**config.mk**
```make
export PLATFORM = sky130hd
export DESIGN_NAME = bk_sram_arbiter_flat
export DESIGN_NICKNAME = d
export VERILOG_FILES = /design/src/rtl/bk_mem_pkg.sv /design/src/rtl/bk_sram_arbiter_if.sv /design/src/rtl/bk_sram_timer.sv /design/src/rtl/bk_sram_arbiter.sv /design/src/flat_wrapper.sv
export SDC_FILE = /design/constraint.sdc
export NUM_CORES = 1
export LEC_CHECK = 0
export ABC_CLOCK_PERIOD_IN_PS = 8300
export CELL_PAD_IN_SITES_DETAIL_PLACEMENT = 1
export CELL_PAD_IN_SITES_GLOBAL_PLACEMENT = 2
export CORE_MARGIN = 5
export CORE_UTILIZATION = 30
export CTS_BUF_LIST = sky130_fd_sc_hd__clkbuf_8
export DETAILED_ROUTE_END_ITERATION = 6
export GPL_ROUTABILITY_DRIVEN = 0
export HOLD_SLACK_MARGIN = 0.08
export PLACE_DENSITY_LB_ADDON = 0.12
export RECOVER_POWER = 25
export SYNTH_ARGS = -nofsm -noshare
export SYNTH_HDL_FRONTEND = slang
export SYNTH_HIERARCHICAL = 1
export SYNTH_SLANG_ARGS = --single-unit
```
**constraint.sdc**
```tcl
create_clock -name clk_cpu -period 8.3 [get_ports clk_cpu]
set_input_delay 1.245 -clock clk_cpu [delete_from_list [all_inputs] [get_ports clk_cpu]]
set_output_delay 1.245 -clock clk_cpu [all_outputs]
set_load 0.005 [all_outputs]
```
**src/rtl/bk_mem_pkg.sv**
```systemverilog
// Shared constants for the BK-0010 SRAM arbiter: state encoding, counter width,
// default video base and the timer load helper.
package bk_mem_pkg;

  localparam int unsigned CNT_W = 3;

  localparam logic [2:0] IDLE   = 3'd0;
  localparam logic [2:0] VID    = 3'd1;
  localparam logic [2:0] CPU_RD = 3'd2;
  localparam logic [2:0] CPU_WR = 3'd3;
  localparam logic [2:0] REC    = 3'd4;

  // Screen buffer lives at octal 040000 (word address 18'h02000).
  localparam logic [4:0] VID_BASE_DEF = 5'b00001;

  // A phase of N cycles loads N-1 so the timer reads zero on its final cycle.
  function automatic logic [CNT_W-1:0] cnt_load(input int unsigned cycles);
    int unsigned n;
    n = (cycles == 0) ? 0 : cycles - 1;
    return CNT_W'(n);
  endfunction

endpackage

```
**src/rtl/bk_sram_arbiter_if.sv**
```systemverilog
// Bus bundle between the RAM exchange cycle / video shifter and the SRAM arbiter,
// including the external SRAM pins. The arbiter uses the slave view.
interface bk_sram_arbiter_if;
  logic        cpu_oe_n;
  logic        cpu_we_n;
  logic [17:0] cpu_addr;
  logic        cpu_lb;
  logic        cpu_ub;
  logic [15:0] cpu_wdata;
  logic [15:0] cpu_rdata;
  logic        cpu_ack;
  logic        vid_req;
  logic [12:0] vid_addr;
  logic [15:0] vdata;
  logic        vid_valid;
  logic        membusy;
  logic [17:0] sram_addr;
  logic [15:0] sram_dq_i;
  logic [15:0] sram_dq_o;
  logic        sram_dq_oe;
  logic        sram_oe_n;
  logic        sram_we_n;
  logic        sram_lb_n;
  logic        sram_ub_n;
  logic [15:0] stall_cnt;

  modport slave (
    input  cpu_oe_n, cpu_we_n, cpu_addr, cpu_lb, cpu_ub, cpu_wdata,
    input  vid_req, vid_addr, sram_dq_i,
    output cpu_rdata, cpu_ack, vdata, vid_valid, membusy,
    output sram_addr, sram_dq_o, sram_dq_oe, sram_oe_n, sram_we_n,
    output sram_lb_n, sram_ub_n, stall_cnt
  );

  modport master (
    output cpu_oe_n, cpu_we_n, cpu_addr, cpu_lb, cpu_ub, cpu_wdata,
    output vid_req, vid_addr, sram_dq_i,
    input  cpu_rdata, cpu_ack, vdata, vid_valid, membusy,
    input  sram_addr, sram_dq_o, sram_dq_oe, sram_oe_n, sram_we_n,
    input  sram_lb_n, sram_ub_n, stall_cnt
  );
endinterface

```
**src/rtl/bk_sram_timer.sv**
```systemverilog
// Loadable saturating down-counter timing one SRAM access or recovery phase.
// o_last marks the final cycle; o_we_window excludes the first and last cycles.
module bk_sram_timer
  import bk_mem_pkg::*;
#(
  parameter int unsigned WIN_TOP = 2
) (
  input  logic             clk_cpu,
  input  logic             reset_in,
  input  logic             i_load,
  input  logic [CNT_W-1:0] i_load_val,
  output logic             o_last,
  output logic             o_we_window
);

  localparam logic [CNT_W-1:0] TOP = CNT_W'(WIN_TOP);

  logic [CNT_W-1:0] r_cnt;

  always_ff @(posedge clk_cpu or posedge reset_in) begin
    if (reset_in) begin
      r_cnt <= '0;
    end else if (i_load) begin
      r_cnt <= i_load_val;
    end else if (r_cnt != '0) begin
      r_cnt <= r_cnt - 1'b1;
    end
  end

  assign o_last      = (r_cnt == '0);
  assign o_we_window = (r_cnt != '0) && (r_cnt < TOP);

endmodule

```
**src/rtl/bk_sram_arbiter.sv**
```systemverilog
// BK-0010 external SRAM arbiter: fixed-priority video fetch over CPU read/write.
// Optional CPU stall statistics are built when BKMEM_STALL_STATS_EN is defined.
module bk_sram_arbiter
  import bk_mem_pkg::*;
#(
  parameter int unsigned ACCESS_CYC = 3,
  parameter logic [4:0]  VID_BASE   = VID_BASE_DEF,
  parameter int unsigned WR_RECOVER = 1
) (
  input  logic             clk_cpu,
  input  logic             reset_in,
  bk_sram_arbiter_if.slave bus
);

  logic [2:0]       r_state;
  logic [2:0]       w_state_nxt;
  logic             r_vid_pend;
  logic             w_vid_pend_nxt;
  logic [12:0]      r_vid_addr;
  logic [17:0]      r_acc_addr;
  logic             r_acc_lb;
  logic             r_acc_ub;
  logic [15:0]      r_acc_wdata;
  logic [15:0]      r_cpu_rdata;
  logic [15:0]      r_vdata;
  logic             r_cpu_ack;
  logic             r_vid_valid;
  logic             r_membusy;
  logic             w_load;
  logic [CNT_W-1:0] w_load_val;
  logic             w_last;
  logic             w_we_window;
  logic             w_cpu_req;
  logic             w_grant_vid;
  logic             w_grant_cpu;
  logic             w_in_acc;

  // The requester sees cpu_ack one cycle late, so its still-held request is ignored then.
  assign w_cpu_req = (~bus.cpu_oe_n | ~bus.cpu_we_n) & ~r_cpu_ack;

  always_comb begin
    w_state_nxt = r_state;
    w_load      = 1'b0;
    w_load_val  = cnt_load(ACCESS_CYC);
    w_grant_vid = 1'b0;
    w_grant_cpu = 1'b0;
    case (r_state)
      IDLE: begin
        // A strobe arriving this very cycle already counts as pending.
        if (bus.vid_req || r_vid_pend) begin
          w_state_nxt = VID;
          w_load      = 1'b1;
          w_grant_vid = 1'b1;
        end else if (w_cpu_req && !bus.cpu_we_n) begin
          w_state_nxt = CPU_WR;
          w_load      = 1'b1;
          w_grant_cpu = 1'b1;
        end else if (w_cpu_req && !bus.cpu_oe_n) begin
          w_state_nxt = CPU_RD;
          w_load      = 1'b1;
          w_grant_cpu = 1'b1;
        end
      end
      VID, CPU_RD: begin
        if (w_last) w_state_nxt = IDLE;
      end
      CPU_WR: begin
        if (w_last) begin
          if (WR_RECOVER != 0) begin
            w_state_nxt = REC;
            w_load      = 1'b1;
            w_load_val  = cnt_load(WR_RECOVER);
          end else begin
            w_state_nxt = IDLE;
          end
        end
      end
      REC: begin
        if (w_last) w_state_nxt = IDLE;
      end
      default: w_state_nxt = IDLE;
    endcase
  end

  assign w_vid_pend_nxt = w_grant_vid ? 1'b0 : (bus.vid_req ? 1'b1 : r_vid_pend);

  bk_sram_timer #(
    .WIN_TOP (ACCESS_CYC - 1)
  ) u_timer (
    .clk_cpu     (clk_cpu),
    .reset_in    (reset_in),
    .i_load      (w_load),
    .i_load_val  (w_load_val),
    .o_last      (w_last),
    .o_we_window (w_we_window)
  );

  always_ff @(posedge clk_cpu or posedge reset_in) begin
    if (reset_in) begin
      r_state    <= IDLE;
      r_vid_pend <= 1'b0;
      r_membusy  <= 1'b0;
      r_vid_addr <= '0;
    end else begin
      r_state    <= w_state_nxt;
      r_vid_pend <= w_vid_pend_nxt;
      r_membusy  <= w_vid_pend_nxt | (w_state_nxt == VID);
      if (bus.vid_req) r_vid_addr <= bus.vid_addr;
    end
  end

  // Access attributes are captured at grant so a dropped request cannot disturb the cycle.
  always_ff @(posedge clk_cpu or posedge reset_in) begin
    if (reset_in) begin
      r_acc_addr  <= '0;
      r_acc_lb    <= 1'b1;
      r_acc_ub    <= 1'b1;
      r_acc_wdata <= '0;
    end else if (w_grant_vid) begin
      r_acc_addr  <= {VID_BASE, (bus.vid_req ? bus.vid_addr : r_vid_addr)};
      r_acc_lb    <= 1'b0;
      r_acc_ub    <= 1'b0;
    end else if (w_grant_cpu) begin
      r_acc_addr  <= bus.cpu_addr;
      r_acc_lb    <= bus.cpu_lb;
      r_acc_ub    <= bus.cpu_ub;
      r_acc_wdata <= bus.cpu_wdata;
    end
  end

  always_ff @(posedge clk_cpu or posedge reset_in) begin
    if (reset_in) begin
      r_cpu_rdata <= '0;
      r_vdata     <= '0;
      r_cpu_ack   <= 1'b0;
      r_vid_valid <= 1'b0;
    end else begin
      r_cpu_ack   <= 1'b0;
      r_vid_valid <= 1'b0;
      if (w_last) begin
        case (r_state)
          VID: begin
            r_vdata     <= bus.sram_dq_i;
            r_vid_valid <= 1'b1;
          end
          CPU_RD: begin
            r_cpu_rdata <= bus.sram_dq_i;
            r_cpu_ack   <= 1'b1;
          end
          CPU_WR: r_cpu_ack <= 1'b1;
          default: ;
        endcase
      end
    end
  end

  // Strobes decode straight from the state register so reset releases them at once.
  assign w_in_acc = (r_state == VID) || (r_state == CPU_RD) || (r_state == CPU_WR);

  assign bus.sram_addr  = r_acc_addr;
  assign bus.sram_dq_o  = r_acc_wdata;
  assign bus.sram_dq_oe = (r_state == CPU_WR);
  assign bus.sram_oe_n  = ~((r_state == VID) || (r_state == CPU_RD));
  assign bus.sram_we_n  = ~((r_state == CPU_WR) && w_we_window);
  assign bus.sram_lb_n  = w_in_acc ? r_acc_lb : 1'b1;
  assign bus.sram_ub_n  = w_in_acc ? r_acc_ub : 1'b1;

  assign bus.cpu_rdata = r_cpu_rdata;
  assign bus.cpu_ack   = r_cpu_ack;
  assign bus.vdata     = r_vdata;
  assign bus.vid_valid = r_vid_valid;
  assign bus.membusy   = r_membusy;

`ifdef BKMEM_STALL_STATS_EN
  logic [15:0] r_stall_cnt;
  logic        w_stall;

  assign w_stall = w_cpu_req & (((r_state == IDLE) & ~w_grant_cpu) | (r_state == VID));

  always_ff @(posedge clk_cpu or posedge reset_in) begin
    if (reset_in) begin
      r_stall_cnt <= '0;
    end else if (w_stall && (r_stall_cnt != '1)) begin
      r_stall_cnt <= r_stall_cnt + 1'b1;
    end
  end

  assign bus.stall_cnt = r_stall_cnt;
`else
  assign bus.stall_cnt = '0;
`endif

endmodule

```
**src/flat_wrapper.sv**
```systemverilog
// flat-port wrapper written by rule: the top's interface ports become plain ports
module bk_sram_arbiter_flat import bk_mem_pkg::*;
#(
  parameter int unsigned ACCESS_CYC = 3,
  parameter logic [4:0]  VID_BASE   = VID_BASE_DEF,
  parameter int unsigned WR_RECOVER = 1
)
  (clk_cpu, reset_in, bus_cpu_oe_n, bus_cpu_we_n, bus_cpu_addr, bus_cpu_lb, bus_cpu_ub, bus_cpu_wdata, bus_vid_req, bus_vid_addr, bus_sram_dq_i, bus_cpu_rdata, bus_cpu_ack, bus_vdata, bus_vid_valid, bus_membusy, bus_sram_addr, bus_sram_dq_o, bus_sram_dq_oe, bus_sram_oe_n, bus_sram_we_n, bus_sram_lb_n, bus_sram_ub_n, bus_stall_cnt);
  bk_sram_arbiter_if bus_i ();
  input  logic clk_cpu;
  input  logic reset_in;
  input wire logic [$bits(bus_i.cpu_oe_n)-1:0] bus_cpu_oe_n;
  input wire logic [$bits(bus_i.cpu_we_n)-1:0] bus_cpu_we_n;
  input wire logic [$bits(bus_i.cpu_addr)-1:0] bus_cpu_addr;
  input wire logic [$bits(bus_i.cpu_lb)-1:0] bus_cpu_lb;
  input wire logic [$bits(bus_i.cpu_ub)-1:0] bus_cpu_ub;
  input wire logic [$bits(bus_i.cpu_wdata)-1:0] bus_cpu_wdata;
  input wire logic [$bits(bus_i.vid_req)-1:0] bus_vid_req;
  input wire logic [$bits(bus_i.vid_addr)-1:0] bus_vid_addr;
  input wire logic [$bits(bus_i.sram_dq_i)-1:0] bus_sram_dq_i;
  output wire logic [$bits(bus_i.cpu_rdata)-1:0] bus_cpu_rdata;
  output wire logic [$bits(bus_i.cpu_ack)-1:0] bus_cpu_ack;
  output wire logic [$bits(bus_i.vdata)-1:0] bus_vdata;
  output wire logic [$bits(bus_i.vid_valid)-1:0] bus_vid_valid;
  output wire logic [$bits(bus_i.membusy)-1:0] bus_membusy;
  output wire logic [$bits(bus_i.sram_addr)-1:0] bus_sram_addr;
  output wire logic [$bits(bus_i.sram_dq_o)-1:0] bus_sram_dq_o;
  output wire logic [$bits(bus_i.sram_dq_oe)-1:0] bus_sram_dq_oe;
  output wire logic [$bits(bus_i.sram_oe_n)-1:0] bus_sram_oe_n;
  output wire logic [$bits(bus_i.sram_we_n)-1:0] bus_sram_we_n;
  output wire logic [$bits(bus_i.sram_lb_n)-1:0] bus_sram_lb_n;
  output wire logic [$bits(bus_i.sram_ub_n)-1:0] bus_sram_ub_n;
  output wire logic [$bits(bus_i.stall_cnt)-1:0] bus_stall_cnt;
  assign bus_i.cpu_oe_n = bus_cpu_oe_n;
  assign bus_i.cpu_we_n = bus_cpu_we_n;
  assign bus_i.cpu_addr = bus_cpu_addr;
  assign bus_i.cpu_lb = bus_cpu_lb;
  assign bus_i.cpu_ub = bus_cpu_ub;
  assign bus_i.cpu_wdata = bus_cpu_wdata;
  assign bus_i.vid_req = bus_vid_req;
  assign bus_i.vid_addr = bus_vid_addr;
  assign bus_i.sram_dq_i = bus_sram_dq_i;
  assign bus_cpu_rdata = bus_i.cpu_rdata;
  assign bus_cpu_ack = bus_i.cpu_ack;
  assign bus_vdata = bus_i.vdata;
  assign bus_vid_valid = bus_i.vid_valid;
  assign bus_membusy = bus_i.membusy;
  assign bus_sram_addr = bus_i.sram_addr;
  assign bus_sram_dq_o = bus_i.sram_dq_o;
  assign bus_sram_dq_oe = bus_i.sram_dq_oe;
  assign bus_sram_oe_n = bus_i.sram_oe_n;
  assign bus_sram_we_n = bus_i.sram_we_n;
  assign bus_sram_lb_n = bus_i.sram_lb_n;
  assign bus_sram_ub_n = bus_i.sram_ub_n;
  assign bus_stall_cnt = bus_i.stall_cnt;
  bk_sram_arbiter #(.ACCESS_CYC(ACCESS_CYC), .VID_BASE(VID_BASE), .WR_RECOVER(WR_RECOVER)) u_core (.clk_cpu(clk_cpu), .reset_in(reset_in), .bus(bus_i));
endmodule
```
==> results of run 1 <==
per-layer routing:
| metal | global-route usage, % | vias to the layer above | routed length (um) |
|---|---|---|---|
| li1 | - | 1327 | - |
| met1 | 17.58 | 1478 | 4575 |
| met2 | 23.89 | 98 | 5513 |
| met3 | 6.604 | 11 | 1018 |
| met4 | 5.222 | 2 | 114 |
| met5 | 0 | - | 13 |
cells by family (layout without fill, tap and decap cells):
group                    count (synthesis)  count (layout)  share of synthesized area, %
buffers and inverters                   40             170                         6.254
AO/OA/AOI/OAI                           43              43                         7.111
XOR/XNOR                                 1               1                        0.2223
AND/OR/NAND/NOR                         63              63                         9.556
adder cells (fa/ha/maj)                  2               2                        0.6348
multiplexers                            61              61                         18.29
flip-flops                              91              91                         57.84
other                                    1              18                       0.09515
final cells by class:
cell class | instances | area [um^2] | area share (%)
clock inverter | 6 | 56.30 | 1.000
sequential | 91 | 2280 | 40.51
inverter | 8 | 31.28 | 0.5558
multi-input combinational | 188 | 1461 | 25.97
clock buffer | 10 | 137.6 | 2.446
tap | 172 | 215.2 | 3.824
timing repair buffer | 146 | 1446 | 25.70
sequential cells by signal, summed over array words and instances (netlist names):
| register | count |
|---|---|
| u_core/bus.membusy | 1 |
| u_core/bus.vdata | 16 |
| u_core/r_vid_pend | 1 |
| u_core/u_timer/r_cnt | 3 |
| u_core/r_acc_ub | 1 |
| u_core/bus.vid_valid | 1 |
| u_core/bus.sram_dq_o | 16 |
| u_core/bus.cpu_ack | 1 |
| u_core/r_state | 3 |
| u_core/bus.sram_addr | 18 |
| u_core/bus.cpu_rdata | 16 |
| u_core/r_vid_addr | 13 |
| u_core/r_acc_lb | 1 |
power breakdown:
part / internal (mW) / switching [mW] / total (mW)
clock: 0.145 / 0.154 / 0.299
sequential: 0.623 / 0.105 / 0.728
combinational: 0.494 / 0.312 / 0.806
metrics by stage:
stage / setup WS [ns] / cell area [um^2] / instances / utilization [%] / power [mW]
after floorplan: 4.780 / 4005 / 319 / - / 1.094
after global placement: 4.205 / 5463 / 605 / 42.77 / 1.542
after detailed placement: 4.124 / 5463 / 605 / 42.77 / 1.566
after CTS: 4.510 / 5657 / 621 / 44.28 / 1.880
after global routing: 4.393 / 5628 / 621 / 44.06 / 1.968
final: 4.585 / 5628 / 621 / 44.06 / 1.833
Yosys cell counts, drive strengths merged:
cell type | instances | area [um^2]
dfrtp | 89 | 2227
mux2 | 61 | 720.7
buf | 26 | 193.9
nand3 | 17 | 97.60
o21ai | 17 | 85.08
nor3 | 16 | 96.35
a31oi | 14 | 87.58
inv | 8 | 30.03
nor2 | 8 | 32.54
a32o | 6 | 60.06
clkbuf | 6 | 22.52
nand2 | 5 | 18.77
nand2b | 5 | 31.28
or3 | 4 | 25.02
nor2b | 3 | 18.77
nor4b | 3 | 41.29
a21oi | 2 | 13.76
dfstp | 2 | 52.55
ha | 2 | 25.02
a21o | 1 | 7.510
a221oi | 1 | 8.760
a311oi | 1 | 8.760
conb | 1 | 3.750
o41ai | 1 | 8.760
or2 | 1 | 6.260
or3b | 1 | 8.760
xor2 | 1 | 8.760
path summary, 6_finish.rpt:
kind | start | to | slack [ns]
max reg2reg | u_core/u_timer/r_cnt[1] | u_core/bus.cpu_rdata[15] | 5.66
min reg2reg | u_core/r_vid_addr[12] | u_core/r_vid_addr[12] | 0.50
min | u_core/r_vid_addr[12] | u_core/r_vid_addr[12] | 0.50
max | bus_vid_req | u_core/bus.sram_dq_o[2] | 4.58
max in group asynchronous | reset_in | u_core/bus.vdata[15] | 5.19
min in group asynchronous | reset_in | u_core/u_timer/r_cnt[2] | 1.27
worst reg2reg max path: cells and delay by family (launching register included):
family,cells,cell delay [ns]
buffers and inverters,3,1.05
and+or+nand+nor,3,0.40
DFF,1,0.42
muxes,1,0.43
adders and majority gates,1,0.23
==> out/qor.csv, run 1 <==
metric,value,unit
post-detail-place hpwl,8261,um
CP endpoint kind,flip-flop,
initial antenna violation count,1,
vias in the first global route,3308,
drt via density,4.696,
CP startpoint kind,input port,
Worst slew margin,-5.316,%
fraction of layout cells with a size suffix above 1,19.15,%
Cells after Synth,302,
final setup TNS,0,ns
# DRC,0,
CP max stage cell,nor2_2,
"FF+latch count, synth",91,
postcts setup bufs,0,
arrival time worst endpoint,3.96,ns
"delay-heaviest family, CP",simple AND/OR/NAND/NOR gates,
Max-Cap Viols,1,
violated checks,"max-capacitance violations, max-slew violations",
I/O pin cnt,160,
CP Depth,4,
row count,41,
min cycle time layout,3.715,ns
Core ar.,0.01277,mm^2
Initial Util,30.86,%
fin crit share,44.76,%
die area,0.01553,mm^2
die height,124.6,um
post-cts sizing count,0,
Hold Path Depth,1,
RSZ-0062 raised after global routing,no,
"commonest non-fill, non-tap cell in the layout",clkdlybuf4s50_1,
leakage power,2.371,nW
Synth warnings,6,
pwr/cell area,325.7,mW/mm^2
ant diodes,0,
drt first pass iters,4,
Post-Syn Area,0.003941,mm^2
Setup Skew,0.008529,ns
CP cell instances,clkdlybuf4s50_1 -> nor2_2 -> nand3_4 -> mux2_4,
crit path buf inv count,1,
Peak VDD IR,0.0001413,V
"Avg Cell Area, Syn",13.05,um^2
"Seq/Total Area, Yosys",57.84,%
root buffer cell,clkbuf_8,
worst skew pair latency,0.36,ns
clk slew on worst S/H paths,0.09,ns
final hold violation count,0,
WL final,11240,um
Vias,2916,
CP peak stage delay,0.99,ns
Crit Path Class,input port to flip-flop,
Max H-tree Level,3,
clock buffer depth,2,
Critical Path RT,8.54,ns
first-pass GRT wire length,18350,um
Cell variety after synth,37,
clock tree sinks,91,
HP Class,flip-flop to flip-flop,
Area Growth Syn to Fin,42.79,%
Hold Worst Slack,0.5017,ns
Total GRT Usage,14.83,%
DR iter-0 viols,178,
Post-CTS Hold Buffers,0,
outcome,finished with violations,
post-route antenna net violation count,0,
TritonCTS clock tree,yes,
Slew @ Worst Pin,1.571,ns
largest net degree at the start of global routing,55,
Fmax,0.2692,GHz
fin. max-slew vios,36,
final setup fails,0,
cell depth of the worst flop-to-flop path,8,
Critical Path Fanout Max,22,
detailed-route wire length per cell,18.09,um
chip width,124.6,um
total congestion overflow,0,
fill count,1346,
I/O Buffers,143,
most frequent cells in the layout,"clkdlybuf4s50_1 (142), dfrtp_1 (89), mux2_2 (52)",
fin nets,516,
CTS buffer count,9,
Note: power is estimated with default switching activity, not from simulation.
==> run 2, diff against run 1 <==
--- a/config.mk
+++ b/config.mk
@@ -5,11 +5,11 @@
 export SDC_FILE = /design/constraint.sdc
 export NUM_CORES = 1
 export LEC_CHECK = 0
-export ABC_CLOCK_PERIOD_IN_PS = 8300
+export ABC_CLOCK_PERIOD_IN_PS = 3100
 export CELL_PAD_IN_SITES_DETAIL_PLACEMENT = 1
 export CELL_PAD_IN_SITES_GLOBAL_PLACEMENT = 2
 export CORE_MARGIN = 5
-export CORE_UTILIZATION = 30
+export CORE_UTILIZATION = 25
 export CTS_BUF_LIST = sky130_fd_sc_hd__clkbuf_8
 export DETAILED_ROUTE_END_ITERATION = 6
 export GPL_ROUTABILITY_DRIVEN = 0
==> constraint.sdc (replaced) <==
create_clock -name clk_cpu -period 3.1 [get_ports clk_cpu]
set_input_delay 0.465 -clock clk_cpu [delete_from_list [all_inputs] [get_ports clk_cpu]]
set_output_delay 0.465 -clock clk_cpu [all_outputs]
set_load 0.005 [all_outputs]
==> run 2 against run 1 <==
  * The run still ends with max-capacitance violations, max-slew violations left
  * First-iteration DRC count shrank 67%
  * Design area grew 2.2%
  * Sequential share of layout area shrank 0.86 points
  * Via count shrank 0.79%
  * Register-to-register slack lost 4.7 ns
  * Flip-flop and latch count is the same
  * Power grew to 2.7 times the previous value
  * Clock skew grew 0.0045 ns
  * Setup slack lost 3.8 ns
  * Largest power group unchanged
  * Sequential power grew to 2.7 times the previous value
  * Critical endpoint is now bus_sram_lb_n
  * Utilization shrank 7.3 points
==> out/qor.csv, run 2 (same netlist as run 1, synthesis figures left out) <==
metric,value,unit,change
reg-to-reg endpoint,u_core/u_timer/r_cnt[0],,
initial antenna violation count,0,,-1
CTS buffer count,9,,unchanged
Max-Cap Viols,1,,unchanged
Vias,2893,,-0.79%
RSZ-0062 raised after global routing,no,,
min cycle time layout,2.355,ns,
# DRC,0,,unchanged
Inst Count DP,656,,+8.4%
final setup fails,0,,unchanged
Crit Path Class,flip-flop to primary output,,
HP Class,input port to async pin,,
Hold Worst Slack,0.4566,ns,-0.04503 ns
row count,46,,+12%
CP endpoint kind,primary output,,
WL final,11820,um,+5.2%
clock tree sinks,91,,unchanged
detailed-route wire length per cell,17.64,um,-2.5%
drt first pass iters,4,,unchanged
R2R setup slack,0.95,ns,-4.71 ns
Final WS setup,0.7455,ns,-3.840 ns
outcome,finished with violations,,
violated checks,"max-capacitance violations, max-slew violations",,
fin. max-slew vios,34,,-5.6%
R2R Path Start,u_core/u_timer/r_cnt[0],,
clock buffer depth,2,,unchanged
Initial Util,25.18,%,-5.7 points
Worst slew margin,-10.64,%,-5.3 points
largest net degree at the start of global routing,36,,-35%
Peak VDD IR,0.0002655,V,+88%
Area Growth Syn to Fin,45.87,%,
drt via density,4.318,,-8.0%
Final Instance Count excl. Fillers,670,,+7.9%
most frequent cells in the layout,"clkdlybuf4s50_1 (142), dfrtp_1 (89), mux2_2 (52)",,
post-detail-place hpwl,8678,um,+5.1%
"commonest non-fill, non-tap cell in the layout",clkdlybuf4s50_1,,
Setup crit end,bus_sram_lb_n,,
Core ar.,0.01566,mm^2,+23%
final setup TNS,0,ns,unchanged
ant diodes,0,,unchanged
I/O pin cnt,160,,unchanged
final hold violation count,0,,unchanged
Fmax,0.4247,GHz,
postcts setup bufs,0,,unchanged
Max H-tree Level,3,,unchanged
CP Launch Point,u_core/r_state[1],,
die height,135.6,um,+8.8%
fin crit share,75.95,%,
worst skew pair latency,0.37,ns,about the same
root buffer cell,clkbuf_8,,
pre-CTS setup slack,0.9251,ns,-3.199 ns
Total GRT Usage,13.10,%,-1.7 points
leakage power,2.407,nW,+1.5%
Setup Skew,0.01301,ns,+0.004476 ns
first-pass GRT wire length,18530,um,+0.94%
vias in the first global route,3324,,+0.48%
fin nets,523,,+1.4%
CP startpoint kind,flip-flop,,
clk slew on worst S/H paths,0.09,ns,about the same
post-route antenna net violation count,0,,unchanged
Post-CTS Hold Buffers,0,,unchanged
pwr/cell area,851.7,mW/mm^2,+160%
max reg flops,18,,unchanged
die area,0.01838,mm^2,+18%
arrival time worst endpoint,1.89,ns,-2.07 ns
Pwr Total,4.896,mW,+170%
Slew @ Worst Pin,1.651,ns,+0.07949 ns
DR iter-0 viols,58,,-67%
total congestion overflow,0,,unchanged
TritonCTS clock tree,yes,,
post-cts sizing count,0,,unchanged
chip width,135.6,um,+8.8%
fraction of layout cells with a size suffix above 1,20.93,%,+1.8 points
Critical Path Fanout Max,9,,-59%
cell depth of the worst flop-to-flop path,9,,+1
I/O Buffers,143,,unchanged
Critical Path RT,2.63,ns,-5.91 ns
-- run 2: cell types whose count changed in the layout (fill, tap and decap cells not counted), sizes merged --
| cell | change |
|---|---|
| clkbuf | -1 |
| buf | +9 |
| bufinv | -1 |
| clkinv | -2 |
-- run 2: through the flow --
stage               utilization [%]  instance area (um^2)
floorplan                         -                  4005
global placement              35.65                  5582
detailed placement            35.65                  5582
CTS                           36.72                  5749
global route                  36.72                  5749
finish                        36.72                  5749
-- run 2: worst min-delay path by stage --
stage / start / end / slack, ns / depth (start not counted)
global placement: u_core/r_vid_addr[8] / u_core/r_vid_addr[8] / 0.48 / 1
CTS: reset_in / u_core/u_timer/r_cnt[2] / 0.32 / 2
global route: reset_in / u_core/u_timer/r_cnt[0] / 0.45 / 2
detailed placement: u_core/r_vid_addr[3] / u_core/r_vid_addr[3] / 0.49 / 1
floorplan: reset_in / u_core/u_timer/r_cnt[0] / 0.22 / 1
finish: reset_in / u_core/u_timer/r_cnt[0] / 0.46 / 2
-- run 2: worst max-delay path, cell delays in order, from the launching register on --
cell and delay, ns:
dfrtp_1 0.60, nor2_1 0.12, or3_1 0.34, clkdlybuf4s50_1 0.46
-- run 2: layer usage --
layer | track usage (%) | part of all wire [%]
met4 | 5.095 | 1.9
met1 | 15.89 | 42
met5 | 0 | 0
met3 | 6.241 | 10
met2 | 20.19 | 46
-- run 2: layout make-up --
class / instances / area [um^2]
clock buffer: 11 / 151.4
clock inverter: 3 / 16.27
fill: 1729 / 9906
inverter: 8 / 31.28
multi-input combinational: 188 / 1481
sequential: 91 / 2280
tap: 216 / 270.3
timing repair buffer: 153 / 1519
-- run 2: power by group --
group	switching [mW]	total (mW)	internal (mW)
clock	0.403	0.726	0.323
combinational	0.857	2.21	1.35
sequential	0.289	1.96	1.67
total	1.55	4.90	3.35
==> run 3, diff against run 2 <==
--- a/config.mk
+++ b/config.mk
@@ -5,11 +5,11 @@
 export SDC_FILE = /design/constraint.sdc
 export NUM_CORES = 1
 export LEC_CHECK = 0
-export ABC_CLOCK_PERIOD_IN_PS = 3100
+export ABC_CLOCK_PERIOD_IN_PS = 2400
 export CELL_PAD_IN_SITES_DETAIL_PLACEMENT = 1
 export CELL_PAD_IN_SITES_GLOBAL_PLACEMENT = 2
 export CORE_MARGIN = 5
-export CORE_UTILIZATION = 25
+export CORE_UTILIZATION = 28
 export CTS_BUF_LIST = sky130_fd_sc_hd__clkbuf_8
 export DETAILED_ROUTE_END_ITERATION = 6
 export GPL_ROUTABILITY_DRIVEN = 0
==> constraint.sdc (replaced) <==
create_clock -name clk_cpu -period 2.4 [get_ports clk_cpu]
set_input_delay 0.36 -clock clk_cpu [delete_from_list [all_inputs] [get_ports clk_cpu]]
set_output_delay 0.36 -clock clk_cpu [all_outputs]
set_load 0.005 [all_outputs]
==> run 3 against run 2 <==
  * The flow now finishes without violations
  * Global-route usage rose by 1.3 points
  * Register-to-register slack got worse by 0.69 ns
  * First-iteration DRC count rose by 86%
  * Design area rose by 0.41%
  * Flip-flop and latch count did not move
  * Via count rose by 2.7%
  * Largest power group unchanged
  * Highest routed layer unchanged
==> out/qor.csv, run 3 (same netlist as run 1, synthesis figures left out) <==
metric,value,unit,change
outcome,"complete, no violations",,
vias in the first global route,3314,,-0.30%
CP cell instances,nor2_1 -> or3_1 -> clkdlybuf4s50_1,,
clock tree sinks,91,,unchanged
HP Class,input port to async pin,,
Fmax,0.4403,GHz,
CP startpoint kind,flip-flop,,
area of the multi-input gates,0.001484,mm^2,+0.17%
fin nets,525,,+0.38%
post-route antenna net violation count,0,,unchanged
worst skew pair latency,0.38,ns,about the same
fraction of layout cells with a size suffix above 1,21.62,%,+0.69 points
fill count,1476,,-15%
I/O pin cnt,160,,unchanged
cell depth of the worst flop-to-flop path,9,,unchanged
final hold violation count,0,,unchanged
total congestion overflow,0,,unchanged
CP peak stage delay,0.58,ns,-0.02 ns
drt first pass iters,4,,unchanged
leakage power,2.443,nW,+1.5%
Max-Cap Viols,0,,-1
Pwr Total,6.569,mW,+34%
min cycle time layout,2.271,ns,
Area Growth Syn to Fin,46.48,%,
CP endpoint kind,primary output,,
Worst slew margin,16.65,%,+27 points
most frequent cells in the layout,"clkdlybuf4s50_1 (142), dfrtp_1 (89), mux2_2 (52)",,
# DRC,0,,unchanged
final setup TNS,0,ns,unchanged
initial antenna violation count,0,,unchanged
largest net degree at the start of global routing,50,,+39%
die height,128.6,um,-5.1%
Reg area,0.002280,mm^2,unchanged
Critical Path Fanout Max,9,,unchanged
Setup Skew,0.01307,ns,+0.00006310 ns
DR iter-0 viols,108,,+86%
Total GRT Usage,14.42,%,+1.3 points
die area,0.01655,mm^2,-9.9%
Post-CTS Hold Buffers,0,,unchanged
pwr/cell area,1138,mW/mm^2,+34%
Crit Path Class,flip-flop to primary output,,
Critical Path RT,2.04,ns,-0.59 ns
final setup fails,0,,unchanged
I/O Buffers,143,,unchanged
post-detail-place hpwl,8499,um,-2.1%
Initial Util,28.50,%,+3.3 points
Slew @ Worst Pin,1.250,ns,-0.4004 ns
"commonest non-fill, non-tap cell in the layout",clkdlybuf4s50_1,,
root buffer cell,clkbuf_8,,
detailed-route wire length per cell,18.36,um,+4.1%
Vias,2970,,+2.7%
first-pass GRT wire length,18310,um,-1.2%
TritonCTS clock tree,yes,,
fin crit share,94.64,%,
crit path buf inv count,1,,unchanged
arrival time worst endpoint,1.91,ns,+0.02 ns
max reg flops,18,,unchanged
Peak VDD IR,0.0004431,V,+67%
row count,43,,-6.5%
R2R setup slack,0.26,ns,-0.69 ns
clock buffer depth,2,,unchanged
clk slew on worst S/H paths,0.09,ns,about the same
"delay-heaviest family, CP",flip-flops,,
reg-to-reg endpoint,u_core/u_timer/r_cnt[0],,
fin. max-slew vios,0,,-100%
R2R Path Start,u_core/u_timer/r_cnt[0],,
drt via density,4.648,,+7.6%
Max H-tree Level,3,,unchanged
CP max stage cell,dfrtp_1,,
Core ar.,0.01383,mm^2,-12%
RSZ-0062 raised after global routing,no,,
chip width,128.6,um,-5.1%
CTS buffer count,9,,unchanged
WL final,11730,um,-0.70%
## run 3: worst max-delay path by stage
stage	startpoint	end	slack [ns]	depth (start not counted)
2_1_floorplan	u_core/u_timer/r_cnt[0]	u_core/bus.cpu_rdata[0]	0.45	8
6_report	u_core/r_state[1]	bus_sram_lb_n	0.13	3
3_3_place_gp	bus_vid_req	u_core/bus.sram_dq_o[1]	0.36	5
4_1_cts	u_core/r_state[1]	bus_sram_lb_n	0.08	3
3_5_place_dp	u_core/u_timer/r_cnt[0]	u_core/u_timer/r_cnt[0]	0.20	9
5_1_grt	u_core/u_timer/r_cnt[1]	bus_sram_we_n	0.01	5
## run 3: per-layer routing
layer | routed length, um | part of all wire [%] | GRT usage (%)
met1 | 4974 | 42 | 17.52
met2 | 5191 | 44 | 21.77
met3 | 1373 | 12 | 7.472
met4 | 193 | 1.6 | 5.559
met5 | 0 | 0 | 0
## run 3: where the power goes
group | internal [mW] | total [mW] | switching [mW]
clock | 0.610 | 1.17 | 0.560
sequential | 2.16 | 2.53 | 0.370
combinational | 1.76 | 2.87 | 1.11
total | 4.53 | 6.57 | 2.04
## run 3: layout make-up
cell class / count / area share, %
Clock buffer: 10 / 2.384
Tap cell: 180 / 3.901
Sequential cell: 91 / 39.49
Timing Repair Buffer: 155 / 26.48
Antenna cell: 1 / 0.04335
Inverter: 8 / 0.5852
Clock inverter: 6 / 1.409
Multi-Input combinational cell: 188 / 25.70
## run 3: metrics by stage
step                cell area (um^2)  setup slack, ns  instances  hold slack, ns  utilization [%]
floorplan                       4009           0.4544        319          0.1136                -
global placement                5567           0.3622        622          0.4773            40.26
detailed placement              5567           0.2032        622          0.4823            40.26
CTS                             5786          0.08358        638          0.2333            41.84
global route                    5771          0.01325        638          0.3859            41.73
finish                          5773           0.1287        639          0.3760            41.75
## run 3: worst register-to-register path: cells and delay by family (launching register included)
kind	cells	cell delay, ns
and+or+nand+nor	5	0.86
DFF	1	0.40
AOI/OAI and AO/OA	1	0.29
buffers and inverters	2	0.26
adders and majority gates	1	0.23
## run 3: repair_timing
item	CTS	global route
buffers inserted	0	0
endpoints found under the setup margin	0	1
gates resized for setup	0	1
